`src/rtl/div_sequencer.sv`:
```
// Multi-cycle restoring divider (signed/unsigned) with start/busy/done handshake.
// Optional DIV_EARLY_OUT_EN: skip iterations when |dividend| < |divisor|.
module div_sequencer #(
  parameter int WIDTH = 32
) (
  input  logic             clk,
  input  logic             reset,
  input  logic             start,
  input  logic [WIDTH-1:0] A,
  input  logic [WIDTH-1:0] B,
  input  logic             Signed,
  output logic             busy,
  output logic             done,
  output logic [WIDTH-1:0] Quotient,
  output logic [WIDTH-1:0] Remainder,
  output logic             DivZero,
  output logic             Overflow
);

  localparam int CW = $clog2(WIDTH + 1);

  typedef enum logic [2:0] {IDLE, PREP, ITER, FIX, DONE} state_t;

  state_t           state_reg, state_next;
  logic [WIDTH-1:0] a_reg, b_reg;
  logic             signed_reg;
  logic [WIDTH-1:0] dvd_reg, dvs_reg, rem_reg;
  logic [CW-1:0]    cnt_reg;
  logic [WIDTH-1:0] quotient_reg, remainder_reg;
  logic             div_zero_reg, overflow_reg;

  logic             accept, a_neg, b_neg, div_zero, early_out, is_overflow, borrow;
  logic [WIDTH-1:0] mag_a, mag_b, q_fix, r_fix;
  logic [WIDTH:0]   shifted, diff;

  assign accept   = start && (state_reg == IDLE || state_reg == DONE);
  assign a_neg    = signed_reg && a_reg[WIDTH-1];
  assign b_neg    = signed_reg && b_reg[WIDTH-1];
  assign mag_a    = a_neg ? -a_reg : a_reg;
  assign mag_b    = b_neg ? -b_reg : b_reg;
  assign div_zero = (b_reg == '0);
  assign is_overflow = signed_reg && (a_reg == {1'b1, {(WIDTH-1){1'b0}}}) && (b_reg == '1);

`ifdef DIV_EARLY_OUT_EN
  assign early_out = (mag_a < mag_b);
`else
  assign early_out = 1'b0;
`endif

  // One restoring step: quotient bits shift into dvd_reg as the dividend shifts out.
  assign shifted = {rem_reg, dvd_reg[WIDTH-1]};
  assign diff    = shifted - {1'b0, dvs_reg};
  assign borrow  = diff[WIDTH];

  assign q_fix = (a_neg ^ b_neg) ? -dvd_reg : dvd_reg;
  assign r_fix = a_neg ? -rem_reg : rem_reg;

  always_ff @(posedge clk) begin
    if (reset) state_reg <= IDLE;
    else       state_reg <= state_next;
  end

  always_comb begin
    state_next = state_reg;
    case (state_reg)
      IDLE: if (start) state_next = PREP;
      PREP: begin
        if (div_zero)       state_next = DONE;
        else if (early_out) state_next = FIX;
        else                state_next = ITER;
      end
      ITER: if (cnt_reg == CW'(1)) state_next = FIX;
      FIX:  state_next = DONE;
      DONE: state_next = start ? PREP : IDLE;
      default: state_next = IDLE;
    endcase
  end

  always_ff @(posedge clk) begin
    if (reset) begin
      a_reg         <= '0;
      b_reg         <= '0;
      signed_reg    <= 1'b0;
      dvd_reg       <= '0;
      dvs_reg       <= '0;
      rem_reg       <= '0;
      cnt_reg       <= '0;
      quotient_reg  <= '0;
      remainder_reg <= '0;
      div_zero_reg  <= 1'b0;
      overflow_reg  <= 1'b0;
    end else begin
      if (accept) begin
        a_reg      <= A;
        b_reg      <= B;
        signed_reg <= Signed;
      end
      case (state_reg)
        PREP: begin
          dvs_reg <= mag_b;
          cnt_reg <= CW'(WIDTH);
          if (div_zero) begin
            quotient_reg  <= '1;
            remainder_reg <= a_reg;
            div_zero_reg  <= 1'b1;
            overflow_reg  <= 1'b0;
          end else if (early_out) begin
            dvd_reg <= '0;
            rem_reg <= mag_a;
          end else begin
            dvd_reg <= mag_a;
            rem_reg <= '0;
          end
        end
        ITER: begin
          rem_reg <= borrow ? shifted[WIDTH-1:0] : diff[WIDTH-1:0];
          dvd_reg <= {dvd_reg[WIDTH-2:0], ~borrow};
          cnt_reg <= cnt_reg - CW'(1);
        end
        FIX: begin
          quotient_reg  <= q_fix;
          remainder_reg <= r_fix;
          div_zero_reg  <= 1'b0;
          overflow_reg  <= is_overflow;
        end
        default: ;
      endcase
    end
  end

  assign busy      = (state_reg == PREP) || (state_reg == ITER) || (state_reg == FIX);
  assign done      = (state_reg == DONE);
  assign Quotient  = quotient_reg;
  assign Remainder = remainder_reg;
  assign DivZero   = div_zero_reg;
  assign Overflow  = overflow_reg;

endmodule

```
`config.mk`:
```
export PLATFORM = sky130hd
export DESIGN_NAME = div_sequencer
export DESIGN_NICKNAME = d
export VERILOG_FILES = /design/src/rtl/div_sequencer.sv
export SDC_FILE = /design/constraint.sdc
export NUM_CORES = 1
export LEC_CHECK = 0
export CELL_PAD_IN_SITES_DETAIL_PLACEMENT = 0
export CELL_PAD_IN_SITES_GLOBAL_PLACEMENT = 2
export CORE_MARGIN = 4
export CORE_UTILIZATION = 34
export CTS_CLUSTER_DIAMETER = 60
export DETAILED_ROUTE_END_ITERATION = 10
export PLACE_DENSITY_LB_ADDON = 0.1
export SKIP_CTS_REPAIR_TIMING = 1
export SYNTH_ARGS = -nofsm -noshare
export SYNTH_HDL_FRONTEND = slang
export SYNTH_SLANG_ARGS = --single-unit
```
`constraint.sdc`:
```
create_clock -name clk -period 3.8 [get_ports clk]
set_input_delay 0.57 -clock clk [delete_from_list [all_inputs] [get_ports clk]]
set_output_delay 0.57 -clock clk [all_outputs]
set_load 0.01 [all_outputs]
```
After elaboration in Yosys (flattened, before gate mapping)
Cells that the tools add are included.
- input bits: 68
- output and inout port bits: 68
- flip-flop bits (word level): 236
- bitwise operators: 2
- reduce and logical (&&, ||, !) cells: 15
- equal/unequal tests: 11
- add/sub/neg operators: 6
- mux-type cells: 23
- operator list (cell ; number):
    two-way mux 32 bit ; 9
    one-hot mux 32 bit (2 select lines) ; 4
    negation 32 bit ; 4
    == test 32 bit (second input constant) ; 2
    subtractor 33 x 32 -> 33 bit ; 1
    logical NOT 32 bit ; 1
    one-hot mux 3 bit (5 select lines) ; 1
    one-hot mux 6 bit (2 select lines) ; 1
    two-way mux 3 bit ; 3
    != test 2 bit (second input constant) ; 4
    == test 3 x 2 -> 1 bit (second input constant) ; 2
    == test 6 x 1 -> 1 bit (second input constant) ; 1
    AND reduction 2 bit ; 3
    subtractor 6 x 1 -> 6 bit (second input constant) ; 1
    logical AND 1 bit ; 5
    one-hot mux 1 bit (2 select lines) ; 2
    nonzero test 2 bit ; 2
    == test 3 x 1 -> 1 bit (second input constant) ; 1
    == test 3 bit (second input constant) ; 1
    logical NOT 3 bit ; 1
    logical OR 1 bit ; 3
    two-way mux 1 bit ; 3
    inverter 1 bit ; 1
    bitwise XOR 1 bit ; 1

Longest topological paths before layout
Gate-level depths: netlist of run 1.
- depth after elaboration: 4
- mapped depth: 12

Worst setup path before layout of run 1
No wires, ideal clock.
- path type: reg-to-reg
- start: reg dvd_reg[31]
- end: reg dvd_reg[0]
- period minus slack after synthesis: 2.785 ns
- path slack: 1.015 ns
- cell stages (with the launch flop): 13
- arrival time: 2.689 ns
- setup time: 0.095 ns
- buffers on the path: 1
- cell sequence: dfxtp_1 > inv_1 > ha_1 > fa_1 > nand2b_1 > a21o_1 > a211oi_1 > o21ai_0 > a31o_2 > nand3_1 > buf_1 > nand2_1 > a221oi_1
- word-level cells in the longest chain between the ends: 3
- RTL lines (element ; line ; RTL):
    start, declared ; 27 ; logic [WIDTH-1:0] dvd_reg, dvs_reg, rem_reg;
    start signal, assigned ; 111 ; dvd_reg <= mag_a;
    start signal, assigned ; 117 ; dvd_reg <= {dvd_reg[WIDTH-2:0], ~borrow};
    subtractor 33 x 32 -> 33 bit ; 52 ; assign diff = shifted - {1'b0, dvs_reg};
    inverter 1 bit ; 117 ;
    one-hot mux 32 bit (2 select lines) ; 98 ; case (state_reg)
Every way passes these cells.
A chain may end at the register's enable or synchronous reset.

Worst setup path in the final report of run 1
- start: reg b_reg[0]
- end: reg rem_reg[21]
- word-level cells in the longest chain between the ends: 3
- RTL lines (element ; line ; RTL):
    start, declared ; 25 ; logic [WIDTH-1:0] a_reg, b_reg;
    start signal, assigned ; 82 ; b_reg <= '0;
    start signal, assigned ; 95 ; b_reg <= B;
    logical NOT 32 bit ; 41 ; assign div_zero = (b_reg == '0);
    != test 2 bit (no line) ; n/a ;
    AND reduction 2 bit (no line) ; n/a ;
    end signal, assigned ; 109 ; rem_reg <= mag_a;
    end signal, assigned ; 116 ; rem_reg <= borrow ? shifted[WIDTH-1:0] : diff[WIDTH-1:0];
    end, declared ; 27 ;
Every way passes these cells.

==> results of run 1 <==
==> cell usage in the layout, fill, tap and decap left out, types with 5 or more instances in the layout <==
master and instances:
o22ai_1 11, nand2_1 285, or3_1 9, o41ai_1 10
or4_1 8, ha_1 39, a2bb2oi_1 5, o31ai_1 14
a211oi_1 56, a221oi_1 15, mux2i_1 23, a21o_1 13
clkdlybuf4s50_1 134, clkbuf_1 5, inv_1 57, xnor2_1 76
clkbuf_16 31, nand3_1 18, o211ai_1 22, o21ai_1 8
nor2b_1 8, a31oi_1 9, o21ai_0 70, clkbuf_8 8
nor4_1 17, nor2_1 183, buf_4 29, a311oi_1 29
nand2b_1 16, dfxtp_1 236, and2_1 10, a21oi_1 176
and3_1 10, nand4_1 16, a2111oi_0 5, nand3b_1 7
xor2_1 60, o21bai_1 7, nor3_1 40
==> kinds of logic (layout without fill, tap and decap cells) <==
family	Yosys count	count (layout)	synth area share
buf+inv	174	280	0.0518
simple gates	667	667	0.228
xor+xnor	136	136	0.0877
fa+ha+maj	40	40	0.0374
mux	23	23	0.0170
flops	236	236	0.348
compound gates	485	485	0.230
==> power by group <==
part	total [mW]	switching [mW]	internal [mW]
logic	1.92	1.12	0.804
registers	2.81	0.196	2.61
clock network	3.02	1.16	1.85
==> cell type report <==
type	instances	share of cell area
Tap cell	518	0.0394
Multi-Input combinational cell	1351	0.497
Timing Repair Buffer	167	0.0991
Sequential cell	236	0.287
Clock buffer	44	0.0550
Inverter	57	0.0130
Clock inverter	12	0.00944
==> path summary, 6_finish.rpt <==
path,cells after the start,slack (ns),to,start
worst max-delay path,11,0.59,rem_reg[21]$_SDFFE_PP0P_,b_reg[0]$_SDFFE_PP0P_
worst min-delay path,2,0.46,DivZero$_SDFFE_PP0P_,DivZero$_SDFFE_PP0P_
worst max register to register,11,0.59,rem_reg[21]$_SDFFE_PP0P_,b_reg[0]$_SDFFE_PP0P_
worst min register to register,2,0.46,DivZero$_SDFFE_PP0P_,DivZero$_SDFFE_PP0P_
==> stage by stage <==
step	utilization	total power [mW]	setup WS, ns
floorplan	-	4.17	1.02
global placement	0.393	4.78	0.655
detailed placement	0.393	4.78	0.572
CTS	0.421	7.85	0.550
global route	0.421	8.18	0.300
finish	0.421	7.75	0.589
==> worst min-delay path, stage by stage, from the launching register on <==
cell     delay (ns)
dfxtp_1        0.31
nand2_1        0.05
a21oi_1        0.05
==> routing by layer <==
layer | track usage | vias up | part of all wire
li1 | - | 6439 | -
met1 | 0.297 | 5972 | 0.50
met2 | 0.309 | 236 | 0.44
met3 | 0.0287 | 45 | 0.041
met4 | 0.0405 | 2 | 0.016
met5 | 0 | - | 0.00038
==> impl_metrics.yaml, run 1 <==
outcome:
  status: "complete, no violations"
worst_setup_path:
  crit_family: "simple AND/OR/NAND/NOR gates"
  crit_slowest_cell: "nor4b_4"
  cp-end-kind: "flop"
  crit_chain: "inv_1, ha_1, nor4b_2, nand4b_1, nor4b_4, and3_1, nor2_2, nor2_8, buf_4, nand2_1, o211ai_1"
  startpoint_type: "flop"
  cp_max_fo: 20
  worstPathRequired_ns: 4.28
  worst-setup-path-type: "reg2reg"
  cpPeakStageDelay_ns: 0.47
  arrival_ns: 3.69
  path_buf_inv: 2
floorplan:
  die_h_um: 208
  die_w_um: 208
  start_util: 0.347
  die_area_mm2: 0.0432
  coreArea_mm2: 0.0391
  top_level_ports: 136
  rows: 72
place:
  io_buffers: 135
  post-dp-hpwl_um: 33300
  place_area_mm2: 0.0154
  gp_congestion: 0.821
  dp.cells: 2329
yosys:
  yosys_most_used_dff: "dfxtp_1"
  synthCells: 1761
  synthTopCellsByArea: "dfxtp_1, nand2_1, a21oi_1"
  synth_cell_types: 78
  avgSynthCellArea_um2: 7.71
  async_flop_share: 0
  synth_top_cell_by_area: "dfxtp_1"
  netlist.area_leader.share: 0.348
  synth_common_cells: "nand2_1, dfxtp_1, nor2_1"
  synth_nets: 1869
  synth_seq_cells: 236
  syn_area_mm2: 0.0136
  synth-edff-count: 0
  ys_seq_area_frac: 0.348
  yosysMostFrequentCell: "nand2_1"
  yosysWarningCount: 0
drt:
  totalWireLength_um: 45000
  via_per_inst: 5.32
  final_antenna_net_count: 0
  via_count: 12700
  drtPass1Iterations: 5
  route.detailed.wl_per_inst_um: 18.9
  dr.first_iter.drc_count: 711
  post-route-drc-count: 0
power_and_ir_drop:
  p_per_area_mw_per_mm2: 471
  p_leak_nw: 5.97
  vdd_drop_max_uv: 325
timing:
  rsz0062_at_grt: "no"
  final.min_clock_period_ns: 3.21
  slew_headroom: 0.481
  finalSetupViolations: 0
  fmax_mhz: 311
  setup_tns_ns: 0
  worst_pin_slew_ns: 0.779
  fin_crit_sh: 0.845
  finalMaxSlewViolations: 0
  hold_viol_final: 0
  clock_skew_ns: 0.0250
  hold_slack_ns: 0.461
global_routing:
  grt_use_total: 0.200
  grt_pass1_vias: 12200
  antenna_found_initial: 1
  grt_pass1_wl_um: 70800
  grt_max_degree: 91
  grt-ovfl-total: 0
clock_tree:
  cts-buffers-inserted: 31
  clock_latency_ns: 0.58
  h-tree-depth: 1
  path_clk_slew_ns: 0.06
  cts_tree: "done"
  cts.sinks: 236
  cts_buffer_depth: 3
  ctsRootBufferMaster: "clkbuf_16"
finish:
  ff_latch_area_mm2: 0.00472
  design_area_mm2: 0.0164
  final_cells: 2385
  syn_to_final_growth_pct: 21.1
  nets: 1952
  multiInputGateArea_mm2: 0.00817
  final_layout_size_suffix_gt1_frac: 0.0648
  diodes: 0
  fill_cells: 4101
run:
  max_cap_viol_count: 0
worst_hold_path:
  hold_path.class: "reg2reg"
Power figures use the tool's default switching activity.
==> inputs of run 2 (changes only) <==
Clock period 3.8 ns to 3.3 ns, I/O delays scaled along.
==> run 2 against run 1 <==
  * Sequential share of layout area decreased by 0.56 points
  * Clock power increased by 19%
  * Non-clock buffer count increased by 32
  * Register-to-register slack got worse by 0.31 ns
  * Count of clock-buffer cells in the layout increased by 6
  * First-iteration DRC count increased by 13%
  * Cell area increased by 2.0%
  * Clock skew decreased by 0.0091 ns
  * Combinational power increased by 19%
  * Fmax increased by 6.2%
  * Sequential cell count unchanged
  * Sequential power increased by 15%
  * Largest power group unchanged
  * Highest routed layer is now met4
==> impl_metrics.yaml, run 2 (same netlist as run 1, synthesis figures left out) <==
worst_setup_path:
  cpPeakStageDelay_ns: 0.39
  r2r_slack_ns: 0.28
  worstPathRequired_ns: 3.72
  arrival_ns: 3.45
  rr_worst_depth: 12
  timing.rr.end: "dvd_reg[0]$_SDFFE_PP0P_"
  r2r_start: "dvd_reg[31]$_SDFFE_PP0P_"
  setup.worst_path.start: "dvd_reg[31]$_SDFFE_PP0P_"
  crit_slowest_cell: "fa_1"
  critPathCapture: "dvd_reg[0]$_SDFFE_PP0P_"
  crit_chain: "inv_1, ha_1, fa_1, nand2b_1, a21o_1, a211oi_1, o21ai_0, a31o_2, nand3_2, buf_4, nand2_1, a221oi_1"
  startpoint_type: "flop"
  worst-setup-path-type: "reg2reg"
  cp_max_fo: 13
  cp-end-kind: "flop"
clock_tree:
  clock_latency_ns: 0.53
  h-tree-depth: 2
  path_clk_slew_ns: 0.06
  cts_tree: "done"
  cts.sinks: 236
  cts-buffers-inserted: 34
  cts_buffer_depth: 3
  ctsRootBufferMaster: "clkbuf_16"
timing:
  hold_slack_ns: 0.422
  fin_crit_sh: 0.916
  finalMaxSlewViolations: 0
  final.min_clock_period_ns: 3.02
  rsz0062_at_grt: "no"
  clock_skew_ns: 0.0159
  fmax_mhz: 331
  setup_ws_ns: 0.276
  slew_headroom: 0.512
  hold_viol_final: 0
  worst_pin_slew_ns: 0.730
  finalSetupViolations: 0
  setup_tns_ns: 0
drt:
  drtPass1Iterations: 5
  totalWireLength_um: 45400
  post-route-drc-count: 0
  dr.first_iter.drc_count: 805
  route.detailed.wl_per_inst_um: 18.7
  final_antenna_net_count: 0
  via_per_inst: 5.28
  via_count: 12800
floorplan:
  die_area_mm2: 0.0432
  start_util: 0.347
  rows: 72
  die_w_um: 208
  die_h_um: 208
  coreArea_mm2: 0.0391
  top_level_ports: 136
place:
  dp.cells: 2361
  dp_slack_ns: 0.297
  gp_congestion: 0.813
  post-dp-hpwl_um: 34200
  io_buffers: 135
global_routing:
  antenna_found_initial: 0
  grt_pass1_wl_um: 72000
  grt-ovfl-total: 0
  grt_pass1_vias: 12500
  grt_use_total: 0.204
  grt_max_degree: 92
power_and_ir_drop:
  p_leak_nw: 6.18
  vdd_drop_max_uv: 270
  p_per_area_mw_per_mm2: 543
finish:
  final_layout_size_suffix_gt1_frac: 0.0809
  final_cell_mix: "nand2_1, dfxtp_1, nor2_1"
  nets: 1987
  syn_to_final_growth_pct: 23.6
  diodes: 0
  final_cells: 2421
  final_common_cell: "nand2_1"
  fill_cells: 4099
run:
  max_cap_viol_count: 0
worst_hold_path:
  hold_path.class: "in2reg"
  min_from: "reset"
outcome:
  status: "complete, no violations"
-- run 2: cell types whose count changed in the layout (fill, tap and decap cells not counted), moves of 3 or more --
cell | previous run | this run
buf_12 | 3 | 6
buf_4 | 29 | 58
clkbuf_1 | 5 | 8
clkbuf_16 | 31 | 37
clkbuf_8 | 8 | 5
clkinv_2 | 3 | 6
-- run 2: area by class of cell --
cell class | instances | area (um2) | share of cell area
Clock buffer | 50 | 1020 | 0.0611
Inverter | 57 | 214 | 0.0128
Sequential cell | 236 | 4720 | 0.282
Tap cell | 518 | 648 | 0.0386
Timing Repair Buffer | 199 | 1910 | 0.114
Multi-Input combinational cell | 1351 | 8170 | 0.487
Clock inverter | 10 | 85.1 | 0.00507
-- run 2: worst min path at each step --
| stage | end | cells past startpoint | slack [ns] |
|---|---|---|---|
| finish | dvd_reg[23]$_SDFFE_PP0P_ | 2 | 0.42 |
| global route | dvd_reg[23]$_SDFFE_PP0P_ | 2 | 0.42 |
| CTS | dvd_reg[20]$_SDFFE_PP0P_ | 2 | 0.40 |
| detailed placement | DivZero$_SDFFE_PP0P_ | 2 | 0.45 |
| global placement | DivZero$_SDFFE_PP0P_ | 2 | 0.44 |
| floorplan | dvs_reg[21]$_SDFFE_PP0N_ | 2 | 0.43 |
-- run 2: metrics by stage --
step | util | power (mW) | instance area [um2]
2_1_floorplan | - | 4.80 | 13600
3_5_place_dp | 0.401 | 5.56 | 15700
3_3_place_gp | 0.401 | 5.56 | 15700
5_1_grt | 0.429 | 9.61 | 16800
4_1_cts | 0.429 | 9.24 | 16800
6_report | 0.429 | 9.11 | 16800
-- run 2: layer usage --
metal	vias up	wire, um	GRT usage
li1	6495	-	-
met1	5968	23200	0.307
met2	273	19100	0.299
met3	52	2010	0.0348
met4	0	1070	0.0589
met5	-	0	0
-- run 2: critical path: cells and delay by family, from the launching register on --
kind | cells | cell delay (ns)
adder cells (fa/ha/maj) | 2 | 0.62
AND/OR/NAND/NOR | 3 | 0.44
flip-flops | 1 | 0.34
buffers and inverters | 2 | 0.34
AO/OA/AOI/OAI | 5 | 1.18
-- run 2: where the power goes --
part	total [mW]	switching, mW	internal, mW	leakage (nW)
registers	3.22	0.206	3.01	1.92
clock network	3.60	1.37	2.23	0.548
logic	2.29	1.31	0.984	3.71
total	9.11	2.88	6.23	6.18
==> inputs of run 3 (changes only) <==
Settings changed: REMOVE_ABC_BUFFERS set to 1, SLEW_MARGIN set to 20.
==> run 3 against run 2 <==
  * Cell area barely moved
  * Non-clock buffer count fell by 14
  * Largest cell class unchanged
  * Die area did not move
  * Routed wire length fell by 6.3%
  * Sequential share of layout area barely moved
  * Core utilization barely moved
  * Worst hold slack improved by 0.014 ns
  * Critical path type unchanged
==> impl_metrics.yaml, run 3 (same netlist as run 1, synthesis figures left out) <==
timing:
  hold_viol_final: 0
  fmax_mhz: 330
  hold_slack_ns: 0.436
  rsz0062_at_grt: "no"
  fin_crit_sh: 0.919
  clock_skew_ns: 0.0200
  setup_ws_ns: 0.267
  slew_headroom: 0.391
  finalMaxSlewViolations: 0
  setup_tns_ns: 0
  worst_pin_slew_ns: 0.913
  finalSetupViolations: 0
  final.min_clock_period_ns: 3.03
place:
  dp_slack_ns: 0.0974
  post-dp-hpwl_um: 31200
  gp_congestion: 0.833
  io_buffers: 135
  place_area_mm2: 0.0156
power_and_ir_drop:
  intPower_mw: 6.30
  power.share.clock: 0.404
  power_frac_comb: 0.248
  seqPwrFrac: 0.348
  p_sw_mw: 2.90
  p_leak_nw: 6.15
  vdd_drop_max_uv: 301
  swShare: 0.315
  p_per_area_mw_per_mm2: 549
finish:
  syn_to_final_growth_pct: 23.5
  design_area_mm2: 0.0168
  final_cell_mix: "nand2_1, dfxtp_1, nor2_1"
  diodes: 0
  fill_cells: 4095
  final_common_cell: "nand2_1"
  ff_latch_area_mm2: 0.00472
  final_layout_size_suffix_gt1_frac: 0.0777
  multiInputGateArea_mm2: 0.00817
  nets: 1974
global_routing:
  grt_pass1_wl_um: 67700
  grt-ovfl-total: 0
  antenna_found_initial: 0
  grt_use_total: 0.190
  grt_pass1_vias: 11900
  grt_max_degree: 73
drt:
  via_count: 12500
  route.detailed.wl_per_inst_um: 17.6
  drtPass1Iterations: 5
  dr.first_iter.drc_count: 563
  final_antenna_net_count: 0
  totalWireLength_um: 42500
  post-route-drc-count: 0
  via_per_inst: 5.17
clock_tree:
  cts.sinks: 236
  h-tree-depth: 2
  cts-buffers-inserted: 35
  cts_buffer_depth: 3
  clock_latency_ns: 0.54
  cts_tree: "done"
  ctsRootBufferMaster: "clkbuf_16"
  path_clk_slew_ns: 0.05
floorplan:
  rows: 72
  top_level_ports: 136
  die_area_mm2: 0.0432
  die_w_um: 208
  start_util: 0.347
  coreArea_mm2: 0.0391
  die_h_um: 208
worst_setup_path:
  cpPeakStageDelay_ns: 0.38
  cp-end-kind: "flop"
  cpMostUsedCell: "o21ai_0"
  arrival_ns: 3.40
  path_buf_inv: 2
  startpoint_type: "flop"
  cp_max_fo: 21
  crit_chain: "inv_1, ha_1, fa_1, nand2b_1, a21o_1, a211oi_2, o21ai_0, a31o_2, nand3_2, buf_12, mux2i_1, o21ai_0"
  crit_family: "compound AO/OA/AOI/OAI gates"
  crit_slowest_cell: "fa_1"
  worstPathRequired_ns: 3.66
  worst-setup-path-type: "reg2reg"
outcome:
  status: "complete, no violations"
run:
  max_cap_viol_count: 0
worst_hold_path:
  hold_path.class: "in2reg"
run 3: area by class of cell:
class	count	area share
multi-input combinational	1351	0.487
sequential	236	0.282
timing repair buffer	185	0.110
clock buffer	49	0.0621
tap	518	0.0386
inverter	57	0.0128
clock inverter	14	0.00739
run 3: stage by stage:
step | utilization | power (mW) | cells
after detailed placement | 0.398 | 5.52 | 2346
after global routing | 0.429 | 9.71 | 2410
final | 0.429 | 9.20 | 2410
after floorplan | - | 4.74 | 1644
after CTS | 0.428 | 9.31 | 2409
after global placement | 0.398 | 5.51 | 2346
run 3: power groups by stage:
| stage | clock [mW] | combinational [mW] | sequential, mW |
|---|---|---|---|
| after floorplan | 0 | 1.52 | 3.22 |
| after global placement | 0 | 2.25 | 3.26 |
| after detailed placement | 0 | 2.25 | 3.27 |
| after CTS | 3.84 | 2.26 | 3.21 |
| after global routing | 3.95 | 2.53 | 3.23 |
| final | 3.71 | 2.28 | 3.21 |
run 3: metal layers:
layer	track usage	share of wire	wire length, um
met5	0	0	0
met4	0.0566	0.024	1040
met3	0.0283	0.037	1580
met2	0.307	0.46	19400
met1	0.263	0.48	20500
run 3: worst paths after layout:
kind | from | endpoint | slack (ns) | depth (start not counted)
min reg2reg | DivZero$_SDFFE_PP0P_ | DivZero$_SDFFE_PP0P_ | 0.45 | 2
max | dvd_reg[31]$_SDFFE_PP0P_ | rem_reg[5]$_SDFFE_PP0P_ | 0.27 | 12
max reg2reg | dvd_reg[31]$_SDFFE_PP0P_ | rem_reg[5]$_SDFFE_PP0P_ | 0.27 | 12
min | reset | b_reg[30]$_SDFFE_PP0P_ | 0.44 | 2
run 3: worst register-to-register path: stages, from the launching register on:
cell      delay [ns]
dfxtp_1         0.35
inv_1           0.13
ha_1            0.25
fa_1            0.38
nand2b_1        0.21
a21o_1          0.22
a211oi_2        0.27
o21ai_0         0.16
a31o_2          0.27
nand3_2         0.12
buf_12          0.21
mux2i_1         0.22
o21ai_0         0.09
